File: src/rtl/ddk_data_tx.sv
`default_nettype none
// ============================================================================
// Module      : ddk_data_tx
// Description : Core-to-MCU parallel readback port. Words from ddk_core are
//               buffered in a FIFO. The MCU reads them back over the shared
//               DATA pad bus using DataRe (level) and DataClk (rising edge
//               pops one word). The FPGA drives DATA only while DataRe is high.
// Optional    : `define DDK_DATA_TX_UNDERRUN_EN adds the underrun flag, the
//               saturating underrun counter and their clear input.
// Ports       : clk, rst (sync, active-low)
//               wr_data/wr_en/wr_full/wr_drop/level : core-side write port
//               DataClk/DataRe (async)              : MCU read strobes
//               DATA_OUT/DATA_OE                    : DATA pad drive
//               DataRdy                             : FIFO non-empty to MCU
//               underrun/underrun_cnt/clr           : optional underrun status
// Revision    : 1.0 - initial release
// ============================================================================
module ddk_data_tx #(
    parameter int DEPTH = 16,
    parameter int WIDTH = 16
) (
    input  logic                     clk,
    input  logic                     rst,
    input  logic [WIDTH-1:0]         wr_data,
    input  logic                     wr_en,
    output logic                     wr_full,
    output logic                     wr_drop,
    output logic [$clog2(DEPTH):0]   level,
    input  logic                     DataClk,
    input  logic                     DataRe,
    output logic [WIDTH-1:0]         DATA_OUT,
    output logic                     DATA_OE,
`ifdef DDK_DATA_TX_UNDERRUN_EN
    output logic                     underrun,
    output logic [7:0]               underrun_cnt,
    input  logic                     clr,
`endif
    output logic                     DataRdy
);

    localparam int                c_AW       = $clog2(DEPTH);
    localparam logic [c_AW:0]     c_FULL_LVL = (c_AW+1)'(DEPTH);
    localparam logic [c_AW-1:0]   c_PTR_ONE  = c_AW'(1);
    localparam logic [c_AW:0]     c_LVL_ONE  = (c_AW+1)'(1);

    localparam logic [1:0] c_IDLE  = 2'd0;
    localparam logic [1:0] c_LOAD  = 2'd1;
    localparam logic [1:0] c_DRIVE = 2'd2;

    logic [WIDTH-1:0] r_mem [DEPTH];
    logic [c_AW-1:0]  r_wp;
    logic [c_AW-1:0]  r_rp;
    logic [c_AW:0]    r_level;
    logic [1:0]       r_state;
    logic [WIDTH-1:0] r_data_out;
    logic             r_was_empty;
    logic             r_rdy;
    logic             r_wr_drop;

    // Two-flop synchronizers plus an extra stage on DataClk for edge detect
    logic r_clk_meta, r_clk_s, r_clk_q;
    logic r_re_meta, r_re_s;

    logic w_full, w_empty, w_push, w_rise, w_pop;

    assign w_full  = (r_level == c_FULL_LVL);
    assign w_empty = (r_level == '0);
    assign w_push  = wr_en & ~w_full;
    assign w_rise  = r_clk_s & ~r_clk_q;
    // Deasserted DataRe has priority: a strobe seen while leaving DRIVE is ignored
    assign w_pop   = (r_state == c_DRIVE) & r_re_s & w_rise & ~w_empty;

    always_ff @(posedge clk) begin
        if (!rst) begin
            r_clk_meta <= 1'b0;
            r_clk_s    <= 1'b0;
            r_clk_q    <= 1'b0;
            r_re_meta  <= 1'b0;
            r_re_s     <= 1'b0;
        end else begin
            r_clk_meta <= DataClk;
            r_clk_s    <= r_clk_meta;
            r_clk_q    <= r_clk_s;
            r_re_meta  <= DataRe;
            r_re_s     <= r_re_meta;
        end
    end

    // Storage carries no reset; pointers and level define validity
    always_ff @(posedge clk) begin
        if (w_push) begin
            r_mem[r_wp] <= wr_data;
        end
    end

    always_ff @(posedge clk) begin
        if (!rst) begin
            r_wp        <= '0;
            r_rp        <= '0;
            r_level     <= '0;
            r_wr_drop   <= 1'b0;
            r_rdy       <= 1'b0;
            r_was_empty <= 1'b1;
        end else begin
            if (w_push) begin
                r_wp <= r_wp + c_PTR_ONE;
            end
            if (w_pop) begin
                r_rp <= r_rp + c_PTR_ONE;
            end
            case ({w_push, w_pop})
                2'b10:   r_level <= r_level + c_LVL_ONE;
                2'b01:   r_level <= r_level - c_LVL_ONE;
                default: r_level <= r_level;
            endcase
            r_wr_drop   <= wr_en & w_full;
            r_rdy       <= ~w_empty;
            r_was_empty <= w_empty;
        end
    end

    always_ff @(posedge clk) begin
        if (!rst) begin
            r_state    <= c_IDLE;
            r_data_out <= '0;
        end else begin
            case (r_state)
                c_IDLE: begin
                    if (r_re_s) begin
                        r_state <= c_LOAD;
                    end
                end
                c_LOAD: begin
                    if (!w_empty) begin
                        r_data_out <= r_mem[r_rp];
                    end
                    r_state <= c_DRIVE;
                end
                c_DRIVE: begin
                    if (!r_re_s) begin
                        r_state <= c_IDLE;
                    end else if (w_pop) begin
                        r_state <= c_LOAD;
                    end else if (r_was_empty && !w_empty) begin
                        // FIFO refilled while the MCU waits: present the new head
                        r_data_out <= r_mem[r_rp];
                    end
                end
                default: r_state <= c_IDLE;
            endcase
        end
    end

`ifdef DDK_DATA_TX_UNDERRUN_EN
    logic       w_urun;
    logic       r_underrun;
    logic [7:0] r_underrun_cnt;

    assign w_urun = (r_state == c_DRIVE) & r_re_s & w_rise & w_empty;

    always_ff @(posedge clk) begin
        if (!rst) begin
            r_underrun     <= 1'b0;
            r_underrun_cnt <= 8'h00;
        end else if (clr) begin
            r_underrun     <= 1'b0;
            r_underrun_cnt <= 8'h00;
        end else if (w_urun) begin
            r_underrun <= 1'b1;
            if (r_underrun_cnt != 8'hFF) begin
                r_underrun_cnt <= r_underrun_cnt + 8'h01;
            end
        end
    end

    assign underrun     = r_underrun;
    assign underrun_cnt = r_underrun_cnt;
`endif

    assign wr_full  = w_full;
    assign wr_drop  = r_wr_drop;
    assign level    = r_level;
    assign DATA_OUT = r_data_out;
    assign DATA_OE  = (r_state == c_DRIVE);
    assign DataRdy  = r_rdy;

endmodule
`default_nettype wire

File: config.mk
export PLATFORM = sky130hd
export DESIGN_NAME = ddk_data_tx
export DESIGN_NICKNAME = d
export VERILOG_FILES = /design/src/rtl/ddk_data_tx.sv
export SDC_FILE = /design/constraint.sdc
export NUM_CORES = 1
export LEC_CHECK = 0
export CAP_MARGIN = 5
export CELL_PAD_IN_SITES_DETAIL_PLACEMENT = 1
export CELL_PAD_IN_SITES_GLOBAL_PLACEMENT = 1
export CORE_MARGIN = 1.5
export CORE_UTILIZATION = 53
export CTS_CLUSTER_DIAMETER = 30
export DETAILED_ROUTE_END_ITERATION = 8
export PLACE_DENSITY = 0.89
export SYNTH_ARGS = -nofsm -noshare
export SYNTH_HDL_FRONTEND = slang
export SYNTH_SLANG_ARGS = --single-unit
File: constraint.sdc
create_clock -name clk -period 3.7 [get_ports clk]
set_clock_uncertainty 0.2 [all_clocks]
set_input_delay 0.555 -clock clk [delete_from_list [all_inputs] [get_ports clk]]
set_output_delay 0.555 -clock clk [all_outputs]
set_load 0.02 [all_outputs]
==> results of run 1 <==
==> final timing paths <==
path / startpoint / endpoint / slack (ns) / depth (start not counted)
worst max register to register: r_state[0]$_SDFFE_PN0P_ / level[4]$_SDFFE_PN0P_ / 0.32 / 11
worst max-delay path: r_state[0]$_SDFFE_PN0P_ / level[4]$_SDFFE_PN0P_ / 0.32 / 11
worst min-delay path: r_re_meta$_SDFF_PN0_ / r_re_s$_SDFF_PN0_ / 0.25 / 1
worst min register to register: r_re_meta$_SDFF_PN0_ / r_re_s$_SDFF_PN0_ / 0.25 / 1
==> per-stage QoR <==
step	total power, mW	worst slack [ns]	utilization [%]
CTS	8.94	0.145	65.3
global placement	4.49	0.563	58.2
finish	8.89	0.324	65.4
floorplan	4.24	0.543	-
global route	9.09	0.0915	65.4
detailed placement	4.54	0.218	58.2
==> layout by cell type, fill, tap and decap left out, types with 10 or more instances in the layout <==
cell type	instances
dfxtp_1	40
clkdlybuf4s50_1	45
clkbuf_16	47
mux2i_1	22
nor2b_1	25
inv_1	10
and2_1	16
a21oi_1	22
buf_4	32
a22o_1	16
nor2_1	16
a211oi_1	16
edfxtp_1	256
nand2_1	12
mux4_2	64
ha_1	12
==> report_power, final <==
part	switching [mW]	internal (mW)	total, mW	leakage, nW
Combinational	0.379	0.274	0.652	1.23
Clock	1.62	2.76	4.38	0.754
Sequential	0.0813	3.78	3.86	2.66
==> layout make-up <==
class,instances,share of cell area [%]
sequential,299,60.1
multi-input combinational,269,20.8
clock buffer,55,8.69
timing repair buffer,81,5.42
tap,280,2.46
clock inverter,30,2.26
inverter,10,0.264
==> cell families (layout without fill, tap and decap cells) <==
logic type / count (synthesis) / in the layout / synth area share [%]
flip-flops: 299 / 299 / 72.8
AND/OR/NAND/NOR: 92 / 92 / 4.45
multiplexers: 86 / 86 / 14.2
AO/OA/AOI/OAI: 68 / 68 / 4.16
buffers and inverters: 45 / 176 / 2.31
adder cells (fa/ha/maj): 13 / 13 / 1.39
XOR/XNOR: 10 / 10 / 0.746
==> routing by layer <==
metal	vias to the layer above	global-route usage [%]	wire (um)	share of wire, %
met5	-	0	0	0
met1	3481	37.5	12300	38
li1	2660	-	-	-
met4	0	12.1	1070	3.3
met2	354	48.2	16500	51
met3	77	5.25	2250	7.0
==> registers in the layout, summed over array words and instances, names as in the netlist, 2 cells and up, named ones only <==
register,cells
r_wp,4
r_state,2
DATA_OUT,16
level,5
r_rp,4
r_mem,256
==> cell usage after synthesis (all sizes together) <==
cell type | count | share of area, %
a2bb2oi | 1 | 0.075
nand2b | 5 | 0.27
o2bb2ai | 2 | 0.15
a221oi | 1 | 0.075
a22o | 16 | 1.2
nand4b | 1 | 0.075
inv | 10 | 0.32
xor2 | 3 | 0.22
o21ai | 2 | 0.085
or4 | 2 | 0.13
clkbuf | 15 | 0.48
nor4 | 1 | 0.18
a21boi | 2 | 0.16
and2 | 16 | 0.85
o211ai | 1 | 0.064
and4b | 1 | 0.085
and3 | 1 | 0.053
a21oi | 22 | 0.94
nand3 | 2 | 0.085
nor3 | 4 | 0.17
o22ai | 1 | 0.053
a211oi | 17 | 1.1
dfxtp | 43 | 7.3
xnor2 | 7 | 0.52
nand2 | 12 | 0.38
ha | 13 | 1.4
mux4 | 64 | 12
o311a | 1 | 0.085
or3 | 1 | 0.053
buf | 20 | 1.5
and2b | 1 | 0.064
edfxtp | 256 | 65
nor2 | 17 | 0.56
nor2b | 25 | 1.3
mux2i | 22 | 1.9
or2 | 1 | 0.053
nand4 | 2 | 0.11
o2111ai | 2 | 0.15
==> metrics.txt, run 1 <==
Post-Syn Area 0.0117 mm^2; hold slack 0.246 ns; chip width 152 um; ANT cells 0; Reg clk slew, reported paths 0.06 ns; pin count of the biggest net entering global routing 33; CP required 3.95 ns; placed instance count 939; Num CTS Buffers 47; post-CTS setup buffers 0; fin nets 742; FF/Latch Area 0.00855 mm^2; post-route cell area 0.0142 mm^2; Worst Path Arrival around 3.6 ns; Starting Density between 50% and 60%; CTS H-Tree Depth 2; syn avg cell area 19.2 um^2; initial drt markers 548; Avg Vias per Cell between 6 and 7; peak supply drop between 0.0004 and 0.0005 V; final hold viol count 0; Die Span Y 152 um; most used cell, CP ha_1; drt total wl 32200 um; crit path kind flip-flop to flip-flop; critical path's top delay family adder cells; TritonCTS clock tree yes; final setup vio count 0; row count 54; min cycle time layout 3.38 ns; GRT overflow 0; Multi-input gate area 0.00295 mm^2; Critical Path End Type flip-flop; P_leak 4.65 nW; post-synthesis cell type count 43; Hold Crit Class flip-flop to flip-flop; Port Buf Inserts 45; Worst-Margin Slew 0.979 ns; Mapped Cells 613; max-slew violation count 0; layout cells sized above 1 around a quarter; number of global-route vias before repair 7148; Yosys reg bits ~300; pwr dens 625 mW/mm^2; CTS root buf clkbuf_16; CP Buf/Inv Count 1; die area 0.0231 mm^2; wire per inst 31.4 um; final non-filler cell total 1024; RePlAce Congestion 0.823; crit path cell chain inv_1 > ha_1 > nand2_1 > a211oi_4 > ha_2 > xor2_1 > ha_1 > a21oi_1 > or4_1 > o211ai_1 > mux2i_1; DRT antenna net count 0; Top Ports 46; Worst path max stage delay 0.50 ns; startpoint types flip-flop; Hold Buf Count CTS 0; Setup TNS 0 ns; Skew-Pair Late Insertion Delay 0.53 ns; core area 0.0218 mm^2; clk buf depth 3; Critical Path Slowest Stage Cell or4_1; Slew headroom a little over a third; total clock sinks around 300; CP Max Fanout 11; Fill cells between 1500 and 2000; area grow syn2layout 21.1%; DRC 0; cts repair resizes 0; Syn Nets 647; half-perimeter wire length after detailed placement 17300 um; RSZ-0062 raised after global routing no; initial antenna violation count 0; outcome finished clean; synth warn 0; Global Route Usage Sum 28.8%; first-pass GRT wire length 48500 um; Seq/Total Area, Yosys ~73%; maxcap violations 0; total number of vias 6572; max frequency 296 MHz; Period Utilization, post-route between 90% and 100%; Pre-antenna DRT Iters 5; Post-Place Cell Area approximately 0.013 mm^2
(Power assumes the default switching activity.)
==> inputs of run 2 (changes only) <==
--- a/config.mk
+++ b/config.mk
@@ -5,14 +5,15 @@
 export SDC_FILE = /design/constraint.sdc
 export NUM_CORES = 1
 export LEC_CHECK = 0
+export ABC_CLOCK_PERIOD_IN_PS = 3700
 export CAP_MARGIN = 5
 export CELL_PAD_IN_SITES_DETAIL_PLACEMENT = 1
 export CELL_PAD_IN_SITES_GLOBAL_PLACEMENT = 1
 export CORE_MARGIN = 1.5
-export CORE_UTILIZATION = 53
+export CORE_UTILIZATION = 45
 export CTS_CLUSTER_DIAMETER = 30
 export DETAILED_ROUTE_END_ITERATION = 8
-export PLACE_DENSITY = 0.89
+export PLACE_DENSITY = 0.79
 export SYNTH_ARGS = -nofsm -noshare
 export SYNTH_HDL_FRONTEND = slang
 export SYNTH_SLANG_ARGS = --single-unit
==> metrics.txt, run 2 (synthesized netlist as in run 1, its figures left out) <==
max-slew violation count 0 (unchanged); core area 0.0254 mm^2 (was 0.0218 mm^2); GRT overflow 0 (unchanged); Top Ports 46 (unchanged); row count 58 (was 54); total number of vias 6397 (was 6572); Avg Vias per Cell 5.87 (was 6.42); Period Utilization, post-route 91.1% (was 91.2%); Pwr Total 9.45 mW (was 8.89 mW); CP Max Fanout 11 (unchanged); CTS root buf clkbuf_16 (unchanged); max FFs per register 256 (unchanged); final hold viol count 0 (unchanged); worst hold start r_re_meta$_SDFF_PN0_ (unchanged); Global Route Usage Sum 23.3% (was 28.8%); ANT cells 0 (unchanged); TritonCTS clock tree yes (unchanged); Worst-Margin Slew 1.06 ns (was 0.979 ns); Pre-antenna DRT Iters 5 (unchanged); Hold Buf Count CTS 0 (unchanged); CTS H-Tree Depth 2 (unchanged); number of global-route vias before repair 7122 (was 7148); Most flops, register r_mem (unchanged); drt total wl 30000 um (was 32200 um); outcome finished clean (unchanged); P_leak 4.80 nW (was 4.65 nW); initial drt markers 448 (was 548); DRC 0 (unchanged); fin nets 750 (was 742); total clock sinks 299 (unchanged); wire per inst 27.6 um (was 31.4 um); FF-to-FF path depth 11 (unchanged); RePlAce Congestion 0.774 (was 0.823); Num CTS Buffers 52 (was 47); layout cells sized above 1 26.7% (was 25.5%); initial antenna violation count 0 (unchanged); first-pass GRT wire length 45500 um (was 48500 um); reg-to-reg slack, setup 0.33 ns (was 0.32 ns); post-CTS setup buffers 0 (unchanged); DRT antenna net count 0 (unchanged); max frequency 297 MHz (was 296 MHz); area grow syn2layout 24.2% (was 21.1%); maxcap violations 0 (unchanged); Hold Crit Class flip-flop to flip-flop (unchanged); final setup vio count 0 (unchanged); chip width 165 um (was 152 um); min cycle time layout 3.37 ns (was 3.38 ns); most common cell after layout, fill and taps aside edfxtp_1 (unchanged); Reg clk slew, reported paths 0.05 ns (was 0.06 ns); Skew-Pair Late Insertion Delay 0.55 ns (was 0.53 ns); CP required 3.97 ns (was 3.95 ns); RSZ-0062 raised after global routing no (unchanged); most frequent cells in the layout 256 x edfxtp_1, 64 x mux4_2, 52 x clkbuf_16 (was 256 x edfxtp_1, 64 x mux4_2, 47 x clkbuf_16); Die Span Y 165 um (was 152 um); Critical Path End Type flip-flop (unchanged); Slew headroom 29.1% (was 34.7%); Starting Density 46.2% (was 54.0%); Worst Path Arrival 3.64 ns (was 3.63 ns); Port Buf Inserts 45 (unchanged); Setup TNS 0 ns (unchanged); crit path kind flip-flop to flip-flop (unchanged); worst r2r dst level[4]$_SDFFE_PN0P_ (unchanged); pwr dens 648 mW/mm^2 (was 625 mW/mm^2); cts repair resizes 0 (unchanged); r2r startpoint r_state[0]$_SDFFE_PN0P_ (unchanged); clk buf depth 3 (unchanged); peak supply drop 0.000372 V (was 0.000430 V); startpoint types flip-flop (unchanged); half-perimeter wire length after detailed placement 16800 um (was 17300 um); worst hold endpoint r_re_s$_SDFF_PN0_ (unchanged); Hold Path Depth 1 (unchanged); die area 0.0271 mm^2 (was 0.0231 mm^2); pin count of the biggest net entering global routing 41 (was 33)
-- run 2: how the worst max path moves through the flow --
stage,startpoint,end,slack (ns),cells past startpoint
floorplan,r_state[0]$_SDFFE_PN0P_,level[4]$_SDFFE_PN0P_,0.54,12
global placement,wr_en,level[4]$_SDFFE_PN0P_,0.53,10
detailed placement,r_state[0]$_SDFFE_PN0P_,level[4]$_SDFFE_PN0P_,0.37,11
CTS,r_state[0]$_SDFFE_PN0P_,level[4]$_SDFFE_PN0P_,0.33,11
global route,r_state[0]$_SDFFE_PN0P_,level[4]$_SDFFE_PN0P_,0.06,11
finish,r_state[0]$_SDFFE_PN0P_,level[4]$_SDFFE_PN0P_,0.33,11
-- run 2: power breakdown --
part / internal [mW] / switching, mW / total [mW]
Combinational: 0.269 / 0.360 / 0.629
Sequential: 3.78 / 0.0825 / 3.86
Clock: 3.30 / 1.65 / 4.96
-- run 2: metal layers --
layer | up-vias | part of all wire [%] | global-route usage, %
met1 | 3343 | 40 | 29.4
met2 | 292 | 51 | 39.2
met3 | 82 | 5.5 | 5.20
met5 | - | 0 | 0
li1 | 2680 | - | -
met4 | 0 | 3.6 | 9.50
-- run 2: critical path: stages (launching register included) --
cell      delay, ns
dfxtp_1        0.35
inv_1          0.10
ha_1           0.29
nand2_1        0.12
a211oi_2       0.43
ha_1           0.52
xor2_1         0.20
ha_1           0.19
a21oi_1        0.07
or4_1          0.49
o211ai_1       0.14
mux2i_1        0.20
-- run 2: layout make-up --
cell class	instances	area (um^2)
clock buffer	57	1330
clock inverter	40	500
fill	2244	10800
inverter	10	37.5
multi-input combinational	269	2940
sequential	299	8550
tap	330	413
timing repair buffer	84	806
-- run 2: stage by stage --
| stage | setup slack (ns) | instances | utilization (%) | instance area [um^2] | hold slack (ns) |
|---|---|---|---|---|---|
| after detailed placement | 0.372 | 992 | 50.2 | 12800 | 0.220 |
| after CTS | 0.331 | 1089 | 57.4 | 14600 | 0.232 |
| after global placement | 0.533 | 992 | 50.2 | 12800 | 0.228 |
| final | 0.328 | 1089 | 57.4 | 14600 | 0.228 |
| after global routing | 0.0570 | 1089 | 57.4 | 14600 | 0.251 |
| after floorplan | 0.543 | 613 | - | 11700 | 0.212 |
==> inputs of run 3 (changes only) <==
--- a/config.mk
+++ b/config.mk
@@ -5,7 +5,6 @@
 export SDC_FILE = /design/constraint.sdc
 export NUM_CORES = 1
 export LEC_CHECK = 0
-export ABC_CLOCK_PERIOD_IN_PS = 3700
 export CAP_MARGIN = 5
 export CELL_PAD_IN_SITES_DETAIL_PLACEMENT = 1
 export CELL_PAD_IN_SITES_GLOBAL_PLACEMENT = 1
@@ -14,6 +13,7 @@
 export CTS_CLUSTER_DIAMETER = 30
 export DETAILED_ROUTE_END_ITERATION = 8
 export PLACE_DENSITY = 0.79
+export SKIP_CTS_REPAIR_TIMING = 1
 export SYNTH_ARGS = -nofsm -noshare
 export SYNTH_HDL_FRONTEND = slang
 export SYNTH_SLANG_ARGS = --single-unit
==> results of run 3 <==
The final DEF is identical to that of run 2; final timing and power are the same.
